**config.mk**
```make
export PLATFORM = sky130hd
export DESIGN_NAME = alu_cmd_sequencer
export DESIGN_NICKNAME = d
export VERILOG_FILES = /design/src/rtl/alu_cmd_sequencer.sv
export SDC_FILE = /design/constraint.sdc
export NUM_CORES = 1
export LEC_CHECK = 0
export ABC_AREA = 1
export CAP_MARGIN = 20
export CORE_ASPECT_RATIO = 0.75
export CORE_MARGIN = 2
export CORE_UTILIZATION = 40
export CTS_CLUSTER_DIAMETER = 50
export DETAILED_ROUTE_END_ITERATION = 6
export PLACE_DENSITY_LB_ADDON = 0.05
export SLEW_MARGIN = 25
export SYNTH_ARGS = -nofsm -noshare
export SYNTH_HDL_FRONTEND = slang
export SYNTH_SLANG_ARGS = --single-unit
```
**constraint.sdc**
```tcl
create_clock -name clk -period 1.7 [get_ports clk]
set_input_delay 0.51 -clock clk [delete_from_list [all_inputs] [get_ports clk]]
set_output_delay 0.51 -clock clk [all_outputs]
set_load 0.05 [all_outputs]
```
**src/rtl/alu_cmd_sequencer.sv**
```systemverilog
// Command sequencer between UART rx/tx and the ALU: parses tagged byte pairs, launches
// one ALU evaluation per opcode pair and transmits the result. Optional: ALU_SEQ_STATUS_EN.
module alu_cmd_sequencer #(
    parameter int unsigned NB_DATA = 8,
    parameter int unsigned NB_OP   = 6,
    parameter int unsigned NB_TMO  = 16,
    parameter int unsigned TIMEOUT = 50000
) (
    input  logic               clk,
    input  logic               i_rst,
    input  logic [NB_DATA-1:0] i_rx,
    input  logic               i_rx_done,
    input  logic               i_tx_done,
    output logic               o_tx_start,
    output logic [NB_DATA-1:0] o_tx_data,
    output logic [NB_DATA-1:0] o_datoA,
    output logic [NB_DATA-1:0] o_datoB,
    output logic [NB_OP-1:0]   o_operation,
    output logic               o_valid,
    input  logic [NB_DATA-1:0] i_result,
    output logic               o_busy,
    output logic               o_err,
    output logic [1:0]         o_err_code
);

    typedef enum logic [2:0] {
        StIdle, StData, StExec, StCapture, StTx, StWaitTx, StStatus, StStatusWait
    } state_e;

    localparam logic [NB_OP-1:0]  TagA    = NB_OP'(8);
    localparam logic [NB_OP-1:0]  TagB    = NB_OP'(16);
    localparam logic [NB_OP-1:0]  TagOp   = NB_OP'(32);
    localparam logic [1:0]        SelA    = 2'd0;
    localparam logic [1:0]        SelB    = 2'd1;
    localparam logic [1:0]        SelOp   = 2'd2;
    localparam logic [NB_TMO-1:0] TmoLast = NB_TMO'(TIMEOUT - 1);
    localparam logic [1:0]        ErrTag  = 2'b01;
    localparam logic [1:0]        ErrTmo  = 2'b10;
    localparam logic [1:0]        ErrOvr  = 2'b11;

    state_e               state_q, state_d;
    logic [1:0]           tag_q, tag_d;
    logic [NB_TMO-1:0]    cnt_q, cnt_d;
    logic [NB_DATA-1:0]   dato_a_q, dato_a_d;
    logic [NB_DATA-1:0]   dato_b_q, dato_b_d;
    logic [NB_OP-1:0]     op_q, op_d;
    logic [NB_DATA-1:0]   tx_data_q, tx_data_d;
    logic                 err_q, err_d;
    logic [1:0]           err_code_q, err_code_d;
    logic [NB_OP-1:0]     rx_tag;
    logic                 tag_valid;
    logic                 timed_out;
    logic                 in_cmd;

    assign rx_tag    = i_rx[NB_OP-1:0];
    assign tag_valid = (rx_tag == TagA) || (rx_tag == TagB) || (rx_tag == TagOp);
    assign timed_out = (state_q == StData) && !i_rx_done && (cnt_q == TmoLast);
    assign in_cmd    = (state_q == StIdle) || (state_q == StData);

`ifdef ALU_SEQ_STATUS_EN
    logic               err_seen_q, err_seen_d;
    logic [NB_DATA-1:0] status_byte;

    assign status_byte = err_seen_q ? NB_DATA'({6'b111000, err_code_q}) : '0;
`endif

    // State register
    always_ff @(posedge clk) begin
        if (i_rst) begin
            state_q <= StIdle;
        end else begin
            state_q <= state_d;
        end
    end

    // Next-state logic
    always_comb begin
        state_d = state_q;
        case (state_q)
            StIdle:    if (i_rx_done && tag_valid) state_d = StData;
            StData: begin
                if (i_rx_done) begin
                    state_d = (tag_q == SelOp) ? StExec : StIdle;
                end else if (timed_out) begin
                    state_d = StIdle;
                end
            end
            StExec:    state_d = StCapture;
            StCapture: state_d = StTx;
            StTx:      state_d = StWaitTx;
            StWaitTx: begin
`ifdef ALU_SEQ_STATUS_EN
                if (i_tx_done) state_d = StStatus;
`else
                if (i_tx_done) state_d = StIdle;
`endif
            end
            StStatus:     state_d = StStatusWait;
            StStatusWait: if (i_tx_done) state_d = StIdle;
            default:      state_d = StIdle;
        endcase
    end

    // Moore outputs
    always_comb begin
        o_valid    = (state_q == StExec);
        o_tx_start = (state_q == StTx) || (state_q == StStatus);
        o_busy     = !in_cmd;
    end

    always_comb begin
        tag_d      = tag_q;
        cnt_d      = cnt_q;
        dato_a_d   = dato_a_q;
        dato_b_d   = dato_b_q;
        op_d       = op_q;
        tx_data_d  = tx_data_q;
        err_d      = 1'b0;
        err_code_d = err_code_q;
        case (state_q)
            StIdle: begin
                if (i_rx_done) begin
                    if (tag_valid) begin
                        tag_d = (rx_tag == TagA) ? SelA : (rx_tag == TagB) ? SelB : SelOp;
                        cnt_d = '0;
                    end else begin
                        err_d      = 1'b1;
                        err_code_d = ErrTag;
                    end
                end
            end
            StData: begin
                cnt_d = cnt_q + 1'b1;
                if (i_rx_done) begin
                    if (tag_q == SelA) begin
                        dato_a_d = i_rx;
                    end else if (tag_q == SelB) begin
                        dato_b_d = i_rx;
                    end else begin
                        op_d = rx_tag;
                    end
                end else if (timed_out) begin
                    err_d      = 1'b1;
                    err_code_d = ErrTmo;
                end
            end
            // Result is already settled from the operands registered on the previous edge
            StExec: tx_data_d = i_result;
`ifdef ALU_SEQ_STATUS_EN
            StWaitTx: if (i_tx_done) tx_data_d = status_byte;
`endif
            default: ;
        endcase
        if (i_rx_done && !in_cmd) begin
            err_d      = 1'b1;
            err_code_d = ErrOvr;
        end
    end

`ifdef ALU_SEQ_STATUS_EN
    always_comb begin
        err_seen_d = err_seen_q;
        if ((state_q == StStatusWait) && i_tx_done) err_seen_d = 1'b0;
        if (err_d) err_seen_d = 1'b1;
    end

    always_ff @(posedge clk) begin
        if (i_rst) begin
            err_seen_q <= 1'b0;
        end else begin
            err_seen_q <= err_seen_d;
        end
    end
`endif

    always_ff @(posedge clk) begin
        if (i_rst) begin
            tag_q      <= SelA;
            cnt_q      <= '0;
            dato_a_q   <= '0;
            dato_b_q   <= '0;
            op_q       <= '0;
            tx_data_q  <= '0;
            err_q      <= 1'b0;
            err_code_q <= 2'b00;
        end else begin
            tag_q      <= tag_d;
            cnt_q      <= cnt_d;
            dato_a_q   <= dato_a_d;
            dato_b_q   <= dato_b_d;
            op_q       <= op_d;
            tx_data_q  <= tx_data_d;
            err_q      <= err_d;
            err_code_q <= err_code_d;
        end
    end

    assign o_datoA     = dato_a_q;
    assign o_datoB     = dato_b_q;
    assign o_operation = op_q;
    assign o_tx_data   = tx_data_q;
    assign o_err       = err_q;
    assign o_err_code  = err_code_q;

endmodule
```
==> metrics.txt <==
largest net degree at the start of global routing=35; Slew Viols, Final=0; Sink Count=54; die area=approximately 0.007 mm²; DP HPWL=4.70 mm; CP max stage delay=0.38 ns; CTS tree=yes; largest cells by area after synthesis=dfxtp_1 43%, nand2_1 12%, a21oi_1 8.3%, inv_1 6.7%, nand3_1 5.9%; fin crit period=1.64 ns; Clk pin slew, worst setup/hold paths=about 0.10 ns; crit-path cells=inv_2 -> nor2_4 -> nand2_2 -> inv_2 -> buf_12; Netlist Area Pre-Place=~0.0025 mm²; max_cap viols=0; Max VDD drop=0.879 mV; commonest non-fill, non-tap cell in the layout=nand2_1; Initial Util=0.408; Hold Path Stages=2; Layout Skew=between 0.009 and 0.01 ns; nets=459; Pre-Repair DR Iteration Count=5; Max Freq=610 MHz; CP Launch Type=flop; Clock Tree Buf Depth=2; worst min-delay path category=flop to flop; Die Wd=95.8 µm; most frequent cells in the layout=78 x nand2_1, 49 x dfxtp_1, 44 x inv_1; vias in the first global route=2267; Routed wire per std cell=11.9 µm; RePlAce Congestion=0.889; RSZ-0062 raised after global routing=false; n_diodes=0; Via Count=~2500; design area=roughly 0.0038 mm²; number of antenna violations at the first check in global routing=0; H-Tree Depth=2; DP Area=roughly 0.0037 mm²; Slew HR=0.683; CP Class=flop to primary output; Final Hold Viols=0; Cell Pwr Density=1100 mW/mm²; Synth Net Count=~380; status=completed; syn_area_per_cell=7.00 µm²; share of layout cells above drive strength 1=0.235; sequential-to-total area share from yosys stat=0.428; vias per inst=4.79; Placeable Area=0.00619 mm²; Post-Synthesis Cells=361; final antenna-violating net count=0; CTS buffer count=5; first-pass GRT wire length=10.3 mm; clk root buf=clkbuf_8; Critical Path End Type=primary output; yosys warns=0; clk_lat worst skew=0.31 ns; Max FO, Critical Path=4; part of the cycle the worst path needs=0.964; top-area cell type share of the netlist area=0.428; post-CTS setup buffers=0; drt drc=0; GRT Total Usage=0.187; I/O pin count=56; Slew @ Worst Pin=0.472 ns; cts hold-fix bufs=0; routed wire length=6.20 mm; area grow syn2layout=51.5%; slowest CP cell=dfxtp_4; row count=25; CP required=1.19 ns; Overflow after GRT=0; post-layout util=0.618; post-synthesis cell type count=34; DR iter-0 viols=163; I/O Buffers=55; crit-path most repeated cell=inv_2; number of synthesized register bits=54; Leak Pwr=~1.6 nW; final setup vio count=0; Die Height=72.9 µm; cell taking the most area after synthesis=dfxtp_1; R2R cell count=11; WP data arrival=1.13 ns
-- critical path, delay by kind of cell (launching register included) --
kind	cells	cell delay, ns
buffers and inverters	3	0.28
flip-flops	1	0.38
AND/OR/NAND/NOR	2	0.17
-- per-stage QoR --
step	TNS (ns)	instances	hold WS (ns)	total power, mW	setup WS (ns)
floorplan	0	361	0.463	2.63	0.0739
CTS	-0.0302	520	0.492	4.16	-0.0302
finish	0	520	0.487	4.21	0.0616
detailed placement	-9.12	512	0.476	3.41	-0.343
global placement	-8.76	512	0.470	3.40	-0.315
global route	0	520	0.518	4.45	0.00540
-- Yosys cell counts --
master / instances
o21ai_0: 21
o22ai_1: 1
inv_4: 2
clkbuf_1: 5
buf_1: 1
inv_2: 1
a31o_2: 1
or2_2: 1
nor3_1: 6
nand3_4: 1
a21oi_1: 42
dfxtp_1: 54
nand2_1: 79
clkinv_1: 1
nand3_1: 30
buf_4: 1
buf_8: 1
buf_6: 1
a21oi_2: 1
buf_2: 2
nor2_2: 3
nand2_4: 2
nor2_1: 37
nor3_4: 1
nand3_2: 3
o21ai_2: 1
a31oi_1: 1
inv_1: 45
o32ai_1: 1
nand4_1: 10
o21bai_1: 1
nand2_2: 2
o31ai_1: 1
ha_1: 1
-- report_power, final --
group          total (mW)  leakage (nW)  internal, mW  switching [mW]
sequential           1.57         0.440          1.41           0.154
combinational        1.93          1.07         0.791            1.14
clock               0.718        0.0441         0.290           0.427
total                4.21          1.55          2.49            1.72
-- final timing paths --
kind,from,slack [ns],to
setup / recovery,state_q[1]$_SDFFE_PP0P_,0.06,o_valid
hold / removal,o_datoA[2]$_SDFFE_PP0P_,0.49,o_datoA[2]$_SDFFE_PP0P_
setup reg to reg,cnt_q[0]$_SDFFE_PP0P_,0.16,o_err_code[0]$_SDFFE_PP0P_
hold reg to reg,o_datoA[2]$_SDFFE_PP0P_,0.49,o_datoA[2]$_SDFFE_PP0P_
-- per-layer routing --
metal	wire length (µm)	vias up	share of wire	GRT usage
li1	-	1327	-	-
met1	3300	1099	0.53	0.285
met2	2410	60	0.39	0.253
met3	442	7	0.071	0.0610
met4	40	0	0.0065	0.0429
met5	0	-	0	0
-- kinds of logic after synthesis --
logic type,after synthesis,share of synthesized area
simple gates,175,0.317
compound gates,71,0.149
flops,54,0.428
fa+ha+maj,1,0.00495
buf+inv,60,0.101
-- registers in the layout (all words and copies together) (netlist names) --
register     cells
o_datoB          8
state_q          3
o_datoA          8
cnt_q           16
o_err_code       2
o_operation      6
o_err            1
o_tx_data        8
tag_q            2
-- final cells by class --
class	instances	area, µm²
Timing Repair Buffer	81	1120
Sequential cell	54	1090
Tap cell	81	101
Clock buffer	5	68.8
Fill cell	573	2360
Multi-Input combinational cell	247	1240
Clock inverter	3	21.3
Inverter	49	189
-- timing repair --
action / in CTS / in global routing
resized for setup: 6 / 19
endpoints found under the hold margin: 0 / 0
endpoints found under the setup margin: 3 / 25
pin swaps: 0 / 2
(Power assumes the default switching activity.)
==> RTL change 1 (same flow settings) <==
Build with the macro `ALU_SEQ_STATUS_EN` defined.
--- a/src/rtl/alu_cmd_sequencer.sv
+++ b/src/rtl/alu_cmd_sequencer.sv
@@ -1,5 +1,7 @@
 // Command sequencer between UART rx/tx and the ALU: parses tagged byte pairs, launches
 // one ALU evaluation per opcode pair and transmits the result. Optional: ALU_SEQ_STATUS_EN.
+`define ALU_SEQ_STATUS_EN
+
 module alu_cmd_sequencer #(
     parameter int unsigned NB_DATA = 8,
     parameter int unsigned NB_OP   = 6,
Behaviour: not the same (Yosys sat finds a counterexample within 10 cycles, from zero or initial values and one cycle with i_rst high).
==> RTL change 1 against the unedited design <==
Clock power increased by 17%; die area increased by 6.7%; clock skew about the same; via count increased by 11%; synthesized area increased by 7.0%; design area increased by 7.5%; sequential cell count increased by 1; worst setup slack got worse by 8.1 ps; worst hold slack improved by 12 ps; power increased by 16%; routed wire length increased by 18%; largest cell class unchanged; largest power group unchanged.
==> RTL change 1: results (changes against the unedited design) <==
| Metric | Value |
|---|---|
| Multi-input logic cell count | 283 (was 247) |
| Combined area of the multi-input logic cells | 0.00147 sq mm (was 0.00124 sq mm) |
| Cell count of the worst reg-to-reg path | 9 (was 11) |
| Leakage dissipation | 0.00170 uW (was 0.00155 uW) |
| Clock buffers and inverters, area share | 2.49% (was 2.35%) |
| Non-clock inverter count | 43 (was 49) |
| Non-clock buffer total of the final layout | 83 (was 81) |
| Resized Gates After CTS | 8 (was 6) |
| Clock Skews | 9.64 ps (was 9.35 ps) |
| Iter 0 DRT Violations | 123 (was 163) |
| Grt met1 use | 28.8% (was 28.5%) |
| Share of cells above drive strength 1 | 25.5% (was 23.5%) |
| Outcome | finished clean (unchanged) |
| Adder-cell share of the synthesized area | 0.462% (was 0.495%) |
| Nets | 492 (was 459) |
| Buffer share of cell area | 28.5% (was 29.2%) |
| Yosys cell types | 30 (was 34) |
| Synth cell count leaders | nand2_1 (73), nor2_1 (65), dfxtp_1 (55), inv_1 (40), nand3_1 (38) (was nand2_1 (79), dfxtp_1 (54), inv_1 (45), a21oi_1 (42), nor2_1 (37)) |
| Clkbuf count | 6 (was 5) |
| Worst path slowest cell | dfxtp_2 (was dfxtp_4) |
| Critical Path Fanout Max | 5 (was 4) |
| Met1 WL | 3570 um (was 3300 um) |
| R2R setup slack | 80 ps (was 160 ps) |
| Drt pass-1 iters | 4 (was 5) |
| Overall Global Routing Usage | 20.0% (was 18.7%) |
| Metal3 WL | 508 um (was 442 um) |
| Final hold slack | 499 ps (was 487 ps) |
| Met2 wire len | 3230 um (was 2410 um) |
| FF-to-FF Start | state_q[1] (was cnt_q[0]) |
## RTL change 1: changes by cell type after synthesis, sizes merged, moves of 2 or more
cell   delta
a21oi     -4
buf       -2
inv       -6
nand2     -5
nand3     +6
nor2     +29
o21ai     +7
or2       +4
## RTL change 1: worst max-delay path by stage
stage          startpoint         end  slack [ps]  cells past startpoint
2_1_floorplan  state_q[2]  o_tx_start          30                      2
3_3_place_gp      i_rx[0]  state_q[0]        -320                     10
5_1_grt        state_q[1]  o_datoB[7]         -50                      9
6_report       state_q[1]      o_busy          50                      4
4_1_cts           i_rx[3]  state_q[0]          10                     10
3_5_place_dp      i_rx[0]    cnt_q[0]        -350                      9
## RTL change 1: stage by stage
step                      std cells  instance area, sq um  util [%]  setup WS, ps
final                           552                  4120      64.2          53.5
after global routing            552                  4120      64.2         -45.3
after CTS                       551                  4030      62.8          10.5
after detailed placement        543                  3900      60.8          -352
after global placement          543                  3900      60.8          -320
after floorplan                 389                  2710         -          27.4
==> RTL change 2 (config.mk and constraints unchanged) <==
Made on the original files. Put one more register stage on the output `o_operation`, cleared by the reset. The value now appears one clock later. The other outputs are not delayed to match.
--- a/src/rtl/alu_cmd_sequencer.sv
+++ b/src/rtl/alu_cmd_sequencer.sv
@@ -197,7 +197,13 @@
 
     assign o_datoA     = dato_a_q;
     assign o_datoB     = dato_b_q;
-    assign o_operation = op_q;
+    always_ff @(posedge clk) begin
+        if (i_rst) begin
+            o_operation <= '0;
+        end else begin
+            o_operation <= op_q;
+        end
+    end
     assign o_tx_data   = tx_data_q;
     assign o_err       = err_q;
     assign o_err_code  = err_code_q;
Function: changed (a bounded check fails within 4 cycles, from zero or initial values and one cycle with i_rst high).
==> RTL change 2 against the unedited design <==
Non-clock buffer count increased by 12; the flow now finishes with violations (setup timing); routed wire length increased by 13%; synthesized area rose by 6.8%; sequential cell count rose by 6; design area grew 10%; worst setup slack worse by 94 ps.
Power is not compared: it rests on default switching activity, and its combinational part moved more than twofold at a synthesized area within 25%.
==> RTL change 2: results (changes against the unedited design) <==
| Metric | Value |
|---|---|
| Outcome | finished with violations (was finished clean) |
| Failing checks | setup timing |
| DR WL/cell | 12.8 um (was 11.9 um) |
| Placed cell area | 0.00382 sq mm (was 0.00367 sq mm) |
| Met2 wire len | 3000 um (was 2410 um) |
| Cell count of the worst reg-to-reg path | 9 (was 11) |
| Routed WL | 7000 um (was 6200 um) |
| Vias in the first global route | 2330 (was 2267) |
| Compound-Gate Fraction of Synth Area | 13.6% (was 14.9%) |
| Overall Global Routing Usage | 19.3% (was 18.7%) |
| Final WS setup | -32.6 ps (was 61.6 ps) |
| Least-Margin Pin Slew | 489 ps (was 472 ps) |
| Metal3 WL | 422 um (was 442 um) |
| Share of cells above drive strength 1 | 27.6% (was 23.5%) |
| Clock Skews | 10.6 ps (was 9.35 ps) |
| Dpl ws | -339 ps (was -343 ps) |
| Final setup viols | 1 (was 0) |
| Cell Count Post-Placement | 514 (was 512) |
| R2R Path End | state_q[1] (was o_err_code[0]) |
| Grt met1 use | 27.6% (was 28.5%) |
| Avg Inst Size Synth | 7.34 sq um (was 7.00 sq um) |
| RePlAce Congestion | 0.857 (was 0.889) |
| Post-Synth XOR/XNOR Area | 0.324% (was 0%) |
| Grt met2 use | 28.3% (was 25.3%) |
| Grt met3 use | 5.48% (was 6.10%) |
| WP data arrival | 1220 ps (was 1130 ps) |
| Register area share after synthesis | 44.5% (was 42.8%) |
| Synth top area cells | dfxtp_1 (44%), nand2_1 (8.1%), nor2_1 (8.1%) (was dfxtp_1 (43%), nand2_1 (12%), a21oi_1 (8.3%)) |
| Iter 0 DRT Violations | 162 (was 163) |
| R2R setup slack | 120 ps (was 160 ps) |
| Largest net degree at the start of global routing | 38 (was 35) |
| Synth cell count leaders | dfxtp_1 (60), nand2_1 (58), nor2_1 (58), a21oi_1 (39), nand3_1 (38) (was nand2_1 (79), dfxtp_1 (54), inv_1 (45), a21oi_1 (42), nor2_1 (37)) |
| Crit path from | state_q[0] (was state_q[1]) |
| Yosys cell types | 31 (was 34) |
[RTL change 2: cell count changes in the layout (fill, tap and decap cells not counted), moves of 6 or more]
cell and change:
nor2_1 +24, clkbuf_8 +6, dfxtp_1 +8, nand3_1 +8, buf_4 +7, nand2_1 -21, inv_1 -15
[RTL change 2: worst register-to-register path, cell delays in order (launching register included)]
cell and delay (ps):
dfxtp_4 360, buf_6 130, nor3_4 230, buf_4 150
buf_4 90, buf_4 140, inv_2 90, o21ai_0 110
nor2_1 60, a21oi_1 150
[RTL change 2: cell type report]
| cell class | instances | area [sq um] |
|---|---|---|
| Clock buffer | 11 | 151 |
| Clock inverter | 4 | 48.8 |
| Fill cell | 528 | 2190 |
| Inverter | 36 | 145 |
| Multi-Input combinational cell | 260 | 1310 |
| Sequential cell | 60 | 1210 |
| Tap cell | 81 | 101 |
| Timing Repair Buffer | 93 | 1250 |
[RTL change 2: repair_timing]
action,CTS,global route
resized for setup,7,16
pin swaps,2,3
setup buffers,5,11
setup endpoints to repair,3,22
gates cloned,0,0
